--- config.mk ---
export PLATFORM = sky130hd
export DESIGN_NAME = multichannel_audio_mixer
export DESIGN_NICKNAME = d
export VERILOG_FILES = /design/src/rtl/audio_pkg.sv /design/src/rtl/sigma_delta_dac.sv /design/src/rtl/multichannel_audio_mixer.sv
export SDC_FILE = /design/constraint.sdc
export NUM_CORES = 1
export LEC_CHECK = 0
export ABC_AREA = 1
export CORE_AREA = 5 5 171 173
export DETAILED_ROUTE_END_ITERATION = 10
export DIE_AREA = 0 0 176 178
export GPL_TIMING_DRIVEN = 0
export PLACE_DENSITY_LB_ADDON = 0.2
export SYNTH_ARGS = -nofsm -noshare
export SYNTH_HDL_FRONTEND = slang
export SYNTH_SLANG_ARGS = --single-unit
--- constraint.sdc ---
create_clock -name clk -period 4.8 [get_ports clk]
set_clock_uncertainty 0.1 [all_clocks]
set_input_delay 0.96 -clock clk [delete_from_list [all_inputs] [get_ports clk]]
set_output_delay 0.96 -clock clk [all_outputs]
set_load 0.01 [all_outputs]
--- src/rtl/audio_pkg.sv ---
// Shared definitions for the multichannel audio mixer: FSM encoding and gain/saturation constants.
package audio_pkg;

    typedef enum logic [1:0] {
        IDLE  = 2'd0,
        MIX   = 2'd1,
        SCALE = 2'd2
    } mix_state_e;

    // Gain value that leaves a sample unscaled after the final shift.
    function automatic int unsigned unity_gain(input int unsigned gw);
        return 32'd1 << (gw - 32'd1);
    endfunction

    // Largest code a dw-bit DAC can take.
    function automatic int unsigned sat_max(input int unsigned dw);
        return (32'd1 << dw) - 32'd1;
    endfunction

endpackage

--- src/rtl/sigma_delta_dac.sv ---
// First-order sigma-delta DAC: DW-bit excess code in, 1-bit density-modulated stream out.
module sigma_delta_dac #(
    parameter int unsigned DW = 9
) (
    input  logic          clk,
    input  logic          rst_n,
    input  logic [DW-1:0] code,
    output logic          dout
);

    localparam int unsigned IW = DW + 2;

    logic [IW-1:0] integ;
    logic [IW-1:0] fb;
    logic [IW-1:0] sigma;

    // Feedback is the integrator's top bit pair placed above the code range.
    always_comb begin
        fb    = {integ[IW-1], integ[IW-1], {DW{1'b0}}};
        sigma = IW'(code) + fb + integ;
    end

    // Integrator and output flop; integrator starts at mid-range.
    always_ff @(posedge clk or negedge rst_n) begin
        if (!rst_n) begin
            integ <= IW'(1) << DW;
            dout  <= 1'b0;
        end else begin
            integ <= sigma;
            dout  <= integ[IW-1];
        end
    end

endmodule

--- src/rtl/multichannel_audio_mixer.sv ---
// Multichannel mixer: per-frame weighted sum of NCH stereo channels driving two sigma-delta DACs.
module multichannel_audio_mixer
    import audio_pkg::*;
#(
    parameter int unsigned NCH = 4,
    parameter int unsigned W   = 8,
    parameter int unsigned GW  = 4
) (
    input  logic                    clk,
    input  logic                    rst_n,
    input  logic                    sample_stb,
    input  logic [NCH*W-1:0]        ch_left,
    input  logic [NCH*W-1:0]        ch_right,
    input  logic                    gain_we,
    input  logic [$clog2(NCH)-1:0]  gain_addr,
    input  logic [GW-1:0]           gain_data,
    input  logic                    mute,
    output logic                    frame_done,
    output logic                    overrun,
    output logic                    audio_left,
    output logic                    audio_right
);

    localparam int unsigned DW    = W + 1;
    localparam int unsigned CW    = $clog2(NCH);
    localparam int unsigned AW    = W + GW + CW;
    localparam int unsigned PW    = W + GW;
    localparam int unsigned UNITY = unity_gain(GW);
    localparam int unsigned SAT   = sat_max(DW);

    mix_state_e     state;
    logic [GW-1:0]  gains  [NCH];
    logic [GW-1:0]  shadow [NCH];
    logic [W-1:0]   smp_l  [NCH];
    logic [W-1:0]   smp_r  [NCH];
    logic [CW-1:0]  cnt;
    logic [AW-1:0]  acc_l, acc_r;
    logic [DW-1:0]  code_l, code_r;

    logic [AW-1:0]  prod_l, prod_r;
    logic [AW-1:0]  scaled_l, scaled_r;
    logic [DW-1:0]  sat_l, sat_r;
    logic           last_ch;

    // Current channel product and saturated, shifted accumulator results.
    always_comb begin
        prod_l   = AW'(PW'(smp_l[cnt]) * PW'(shadow[cnt]));
        prod_r   = AW'(PW'(smp_r[cnt]) * PW'(shadow[cnt]));
        scaled_l = acc_l >> (GW - 1);
        scaled_r = acc_r >> (GW - 1);
        sat_l    = (scaled_l > AW'(SAT)) ? DW'(SAT) : DW'(scaled_l);
        sat_r    = (scaled_r > AW'(SAT)) ? DW'(SAT) : DW'(scaled_r);
        last_ch  = (cnt == CW'(NCH - 1));
    end

    // Live gain registers; out-of-range addresses are dropped.
    always_ff @(posedge clk or negedge rst_n) begin
        if (!rst_n) begin
            for (int k = 0; k < int'(NCH); k++) gains[k] <= GW'(UNITY);
        end else if (gain_we && ({1'b0, gain_addr} < (CW+1)'(NCH))) begin
            gains[gain_addr] <= gain_data;
        end
    end

    // Frame sequencer: latch inputs, accumulate one channel per cycle, then scale into the DAC codes.
    always_ff @(posedge clk or negedge rst_n) begin
        if (!rst_n) begin
            state      <= IDLE;
            cnt        <= '0;
            acc_l      <= '0;
            acc_r      <= '0;
            code_l     <= '0;
            code_r     <= '0;
            frame_done <= 1'b0;
            overrun    <= 1'b0;
            for (int k = 0; k < int'(NCH); k++) begin
                shadow[k] <= GW'(UNITY);
                smp_l[k]  <= '0;
                smp_r[k]  <= '0;
            end
        end else begin
            frame_done <= 1'b0;
            if (sample_stb && (state != IDLE)) overrun <= 1'b1;
            case (state)
                IDLE: begin
                    if (sample_stb) begin
                        for (int k = 0; k < int'(NCH); k++) begin
                            smp_l[k]  <= ch_left[k*W +: W];
                            smp_r[k]  <= ch_right[k*W +: W];
                            shadow[k] <= gains[k];
                        end
                        acc_l <= '0;
                        acc_r <= '0;
                        cnt   <= '0;
                        state <= MIX;
                    end
                end
                MIX: begin
                    acc_l <= acc_l + prod_l;
                    acc_r <= acc_r + prod_r;
                    cnt   <= last_ch ? '0 : cnt + CW'(1);
                    if (last_ch) state <= SCALE;
                end
                SCALE: begin
                    code_l     <= mute ? '0 : sat_l;
                    code_r     <= mute ? '0 : sat_r;
                    frame_done <= 1'b1;
                    state      <= IDLE;
                end
                default: state <= IDLE;
            endcase
        end
    end

    sigma_delta_dac #(.DW(DW)) u_dac_left (
        .clk   (clk),
        .rst_n (rst_n),
        .code  (code_l),
        .dout  (audio_left)
    );

    sigma_delta_dac #(.DW(DW)) u_dac_right (
        .clk   (clk),
        .rst_n (rst_n),
        .code  (code_r),
        .dout  (audio_right)
    );

endmodule

* Yosys cells after proc, flatten, opt, wreduce, memory -nomap -nowiden
Index checks and enable logic that the tools add are counted.
** Word-level totals
- Register bits :: 172
- Output and inout port bits :: 4
- Word-level logic and storage cells :: 83
- Input port bits :: 75
** Cells by class
- Multipliers :: 2
- Magnitude comparators :: 5
- Eq/ne operators :: 5
- Reduce and logical (&&, ||, !) cells :: 8
- Muxes and demuxes :: 26
- $add $sub $neg :: 7
- Bitwise logic cells :: 2
** Operators with widths (number)
- 14-bit case mux with 2 select lines :: 2
- 9-bit 2-to-1 mux :: 4
- 8-bit binary-select mux with 2-bit select :: 2
- 8-bit 2-to-1 mux :: 4
- 14-bit by 12-bit adder with 14-bit output :: 2
- 8-bit by 4-bit multiplier with 12-bit output :: 2
- 10-bit by 10-bit adder with 11-bit output :: 2
- 11-bit adder :: 2
- 11-bit by 9-bit > comparator with 1-bit output, second input constant :: 2
- 16-bit bitwise mux :: 1
- 14-bit 2-to-1 mux :: 1
- 4-bit 2-to-1 mux :: 3
- 4-bit binary-select mux with 2-bit select :: 1
- 4-bit demux with 2-bit select :: 1
- 2-bit 2-to-1 mux :: 4
- 2-bit case mux with 2 select lines :: 2
- 3-bit >= comparator, second input constant :: 2
- 2-bit NOT with 3-bit output :: 2
- 2-bit AND reduction :: 3
- 2-bit == test, second input constant :: 2
- 2-bit inequality test, second input constant :: 2
- 2-bit nonzero test :: 2
- 3-bit by 1-bit < comparator with 1-bit output, second input constant :: 1
- 2-bit by 1-bit adder with 2-bit output, second input constant :: 1
- 4 further kinds :: 5

* Depth between registers and ports, before layout
Gate-level depths: netlist (run 1).
- Depth after elaboration :: 7
- Depth in mapped cells :: 24
- Gate-level depth less buffers :: 22

* Modules after synthesis
A second synthesis (run 1) with hierarchy kept.
** Unflattened totals
- Cells, all modules :: 1244
- Area total of the unflattened synthesis :: 10930.5 sq um
** By module, submodules not included
- multichannel_audio_mixer :: cells an instance 1036, area an instance 9298.9 sq um, instances 1, sequential area each 3713.6 sq um
- sigma_delta_dac :: cells an instance 104, area an instance 815.8 sq um, instances 2, sequential area each 301.5 sq um

* Worst setup path after synthesis (run 1)
OpenSTA, ideal clock, no wires.
- Path kind :: reg2reg
- Start point :: register cnt[0]
- End point :: register acc_l[5]
- Arrival :: 3790 ps
- Library setup time :: 127 ps
- Clock period less this slack :: 4016 ps
- Slack :: 784 ps
- Stages on the path, launching flop included :: 20
- Buffers on the path :: 3
- Data required time :: 4573 ps
- Cells stage by stage :: dfrtp_1 -> buf_6 -> clkinv_4 -> buf_12 -> buf_4 -> nand2_1 -> a32oi_1 -> inv_1 -> nor2_1 -> fa_1 -> fa_1 -> inv_1 -> fa_1 -> inv_1 -> ha_1 -> nand2_1 -> nand3_1 -> or2_2 -> nand3_1 -> o21ai_0
** On the way
- Cells in the longest elaborated chain, start to end :: 7
- Elaborated cells on any way between the ends :: 10
- Classes of those cells :: add/sub: 1; mul: 1; mux: 7; bitwise: 1
** RTL lines
- start: declaration :: line multichannel_audio_mixer.sv:36 : logic [CW-1:0] cnt;
- start signal: assignment :: line multichannel_audio_mixer.sv:101 : cnt <= last_ch ? '0 : cnt + CW'(1);
- 2-bit NOT with 3-bit output (implied by the code) * :: line multichannel_audio_mixer.sv:47 : prod_l = AW'(PW'(smp_l[cnt]) * PW'(shadow[cnt]));
- 8-bit binary-select mux with 2-bit select or 4-bit binary-select mux with 2-bit select (tied branches) :: line multichannel_audio_mixer.sv:47
- 8-bit 2-to-1 mux (implied by the code) or 4-bit 2-to-1 mux (tied branches) (2 in series) :: line multichannel_audio_mixer.sv:47
- 8-bit by 4-bit multiplier with 12-bit output * :: line multichannel_audio_mixer.sv:47
- 14-bit by 12-bit adder with 14-bit output * :: line multichannel_audio_mixer.sv:99 : acc_l <= acc_l + prod_l;
- 14-bit case mux with 2 select lines * :: line multichannel_audio_mixer.sv:84 : case (state)
- end signal: assignment :: line multichannel_audio_mixer.sv:99
- end: declaration :: line multichannel_audio_mixer.sv:37 : logic [AW-1:0] acc_l, acc_r;
Every way passes the cells marked *; elsewhere a longest branch is shown, timed or not. The select of a mux whose other input is x is not followed.
A chain may end at the register's enable or synchronous reset.

* Worst setup path in the final report (run 1)
- Start point :: register cnt[0]
- End point :: register acc_r[8]
** On the way
- Cells in the longest elaborated chain, start to end :: 7
- Elaborated cells on any way between the ends :: 10
- Classes of those cells :: add/sub: 1; mul: 1; mux: 7; bitwise: 1
** RTL lines
- 2-bit NOT with 3-bit output (implied by the code) * :: line multichannel_audio_mixer.sv:48 : prod_r = AW'(PW'(smp_r[cnt]) * PW'(shadow[cnt]));
- 8-bit binary-select mux with 2-bit select or 4-bit binary-select mux with 2-bit select (tied branches) :: line multichannel_audio_mixer.sv:48
- 8-bit 2-to-1 mux (implied by the code) or 4-bit 2-to-1 mux (tied branches) (2 in series) :: line multichannel_audio_mixer.sv:48
- 8-bit by 4-bit multiplier with 12-bit output * :: line multichannel_audio_mixer.sv:48
- 14-bit by 12-bit adder with 14-bit output * :: line multichannel_audio_mixer.sv:100 : acc_r <= acc_r + prod_r;
- 14-bit case mux with 2 select lines * :: line multichannel_audio_mixer.sv:84
- end signal: assignment :: line multichannel_audio_mixer.sv:100
- end: declaration :: line multichannel_audio_mixer.sv:37
Marked as above.

==> summary.txt, run 1 <==
Detailed routing
  – WL final: 25630 um
  – Drt drc: 0
  – Via density: 4.763
  – Via count: 8693
  – Post-DRT Antenna Nets: 0
  – Drt first pass iters: 5
  – Drt first-iter violations: 530
  – Routed len/inst: 14.04 um

STA
  – Fin worst setup slack: 294.3 ps
  – Final Hold Viols: 0
  – Final hold slack: 286.4 ps
  – Max Fclk: 0.2219 GHz
  – Final Cycle Share: 93.87%
  – Slew of the pin with the lowest slew margin: 827.9 ps
  – Setup-failing EPs final: 0
  – Worst slew margin: 44.81%
  – Final worst path period need: 4506 ps
  – Slew Limit Fails: 0
  – RSZ-0062 raised after global routing: false

Worst setup path
  – Kind of critical path: flop to flop
  – Worst r2r src: cnt[0]
  – Startpoint Class: flop
  – Crit. End Element: flop
  – Reg-to-Reg End: acc_r[8]
  – Arr. time, crit path: 4740 ps
  – Crit path to: acc_r[8]
  – Required time of the worst setup path: 5040 ps
  – FF-to-FF path depth: 19
  – Flop2flop setup slack: 290 ps
  – CP max FO: 10
  – CP startpoint: cnt[0]

Die
  – Die area: 31330 sq um
  – Die Ht: 178 um
  – Initial Util: 39.39%
  – Num ports: 79
  – Row cnt: 61
  – Core area: 27480 sq um
  – Die width: 176 um

CTS
  – Clk slew on worst S/H paths: 70 ps
  – H-Tree Depth: 4
  – CTS tree: done
  – CTS sink cnt: 172
  – Worst skew pair latency: 440 ps
  – Hold-fix buffers, CTS: 0
  – CTS Buf Count: 17
  – Clock tree buffer depth: 2
  – Clk root buf: clkbuf_16

Final layout
  – Area Overhead vs Synth: 17.22%
  – Layout cells sized above 1: 7.708%
  – Ant. Diodes: 0
  – Fin nets: 1650
  – Post-route cell area: 12690 sq um

Synthesis
  – Top cells by area, synth: dfrtp_1, nand2_1, fa_1, ha_1, inv_1
  – Cell taking the most area after synthesis: dfrtp_1
  – Mapped Nets: 1551
  – Register area share after synthesis: 39.88%
  – Ys async rst share: 100.0%
  – Share of the synthesized area in the top cell type: 37.45%
  – Synth cell count leaders: nand2_1, inv_1, dfrtp_1
  – Post-Syn Area: 10820 sq um
  – Count of cell types in the netlist: 35
  – Most numerous cell in the Yosys netlist: nand2_1
  – Post-synth EDFFs: 0
  – YS warnings: 0
  – Syn_area_per_cell: 7.918 sq um
  – Predominant post-synthesis flop cell: dfrtp_1
  – Mapped Cells: 1367
  – Synth Register Bits: 172

Global routing
  – Vias in the first global route: 8889
  – First-pass GRT wire length: 43730 um
  – Initial antenna violation count: 1
  – Gr usage total: 17.27%
  – GRT Residual Overflow: 0
  – Largest net degree at the start of global routing: 105

Run
  – Max_cap viols: 0

Placement
  – DP HPWL: 19940 um
  – Pre-CTS setup slack: 225.3 ps
  – Placement Cell Area: 12070 sq um
  – Gpl congestion: 0.8850
  – Port Buffer Count: 78

Min path
  – Hold Path Class: flop to flop

Run status
  – Run status: finished, final reports clean
==> cells in the final DEF, fill, tap and decap left out, drive strengths merged <==
master and instances:
dfrtp 162, nand3 52, a21boi 2, xor2 14
o21bai 5, clkbuf 23, clkdlybuf4s50 77, o22ai 12
dfstp 10, clkinvlp 1, a32oi 11, xnor2 4
a32o 9, buf 41, inv 206, or2 5
nand4 8, nand2 496, fa 44, ha 65
nor2 110, a22o 4, a21oi 46, clkinv 8
o21ai 64
==> sequential cells by signal, indices dropped and copies added (netlist names), 11 cells and up <==
| register | flops |
|---|---|
| gains | 16 |
| acc_r | 14 |
| acc_l | 14 |
| u_dac_right.integ | 11 |
| shadow | 16 |
| smp_r | 32 |
| u_dac_left.integ | 11 |
| smp_l | 32 |
==> worst min path at each step <==
stage / start / slack, ps / depth (start not counted) / endpoint
2_1_floorplan: u_dac_left.integ[10] / 260 / 0 / u_dac_left.dout
3_3_place_gp: u_dac_right.integ[10] / 270 / 0 / u_dac_right.dout
3_5_place_dp: u_dac_right.integ[10] / 270 / 0 / u_dac_right.dout
4_1_cts: u_dac_right.integ[10] / 290 / 0 / u_dac_right.dout
5_1_grt: u_dac_right.integ[10] / 300 / 0 / u_dac_right.dout
6_report: u_dac_right.integ[10] / 290 / 0 / u_dac_right.dout
==> routing by layer <==
metal / vias to the layer above / routed length [um] / global-route usage, %
li1: 4463 / - / -
met1: 4036 / 12520 / 24.47
met2: 169 / 11780 / 28.01
met3: 25 / 1005 / 2.798
met4: 0 / 323 / 4.029
met5: - / 0 / 0
==> kinds of logic (layout without fill, tap and decap cells) <==
family | Yosys count | count (layout) | synth area share, %
adders and majority gates | 109 | 109 | 15.65
AOI/OAI and AO/OA | 153 | 153 | 8.588
xor gates and xnor gates | 18 | 18 | 1.456
and+or+nand+nor | 671 | 671 | 24.60
DFF | 172 | 172 | 39.88
buffers and inverters | 244 | 356 | 9.826
==> layout make-up <==
class,instances,area (sq um)
buffer,44,311.5
clock buffer,17,425.4
clock inverter,15,173.9
fill,2832,14790
inverter,200,755.7
multi-input combinational,951,5451
sequential,172,4317
tap,346,432.9
timing repair buffer,80,820.8
==> per-stage QoR <==
step / instances / setup TNS [ps] / utilization (%)
CTS: 1824 / 0 / 46.11
finish: 1825 / 0 / 46.18
detailed placement: 1792 / 0 / 43.93
floorplan: 1367 / 0 / -
global route: 1825 / 0 / 46.18
global placement: 1791 / -775530 / 43.81
==> critical path, cell delays in order (launching register included) <==
cell and delay, ps:
dfrtp_1 420, buf_6 160, clkinv_4 60, buf_12 130
nand2_1 60, a32oi_2 300, inv_2 130, or2_1 270
fa_1 490, fa_1 550, fa_1 520, inv_1 40
ha_1 360, nand2_1 120, nand3_1 170, nand2_1 100
nand3_1 90, nand2_1 70, nand2_1 50, o21ai_0 200
==> repair_timing <==
action	CTS	global route
setup buffers	0	1
endpoints found under the setup margin	0	10
gates resized for setup	0	3
Power of run 1 is not shown: default switching activity piles up to over one toggle a cycle in this logic, so the estimate is an artifact.
==> inputs of run 2 (changes only) <==
CTS_BUF_LIST = sky130_fd_sc_hd__clkbuf_16   (was not set)
==> results of run 2 <==
The final DEF is identical to that of run 1; final timing and power are the same.
Power of run 2 is left out for the same reason.
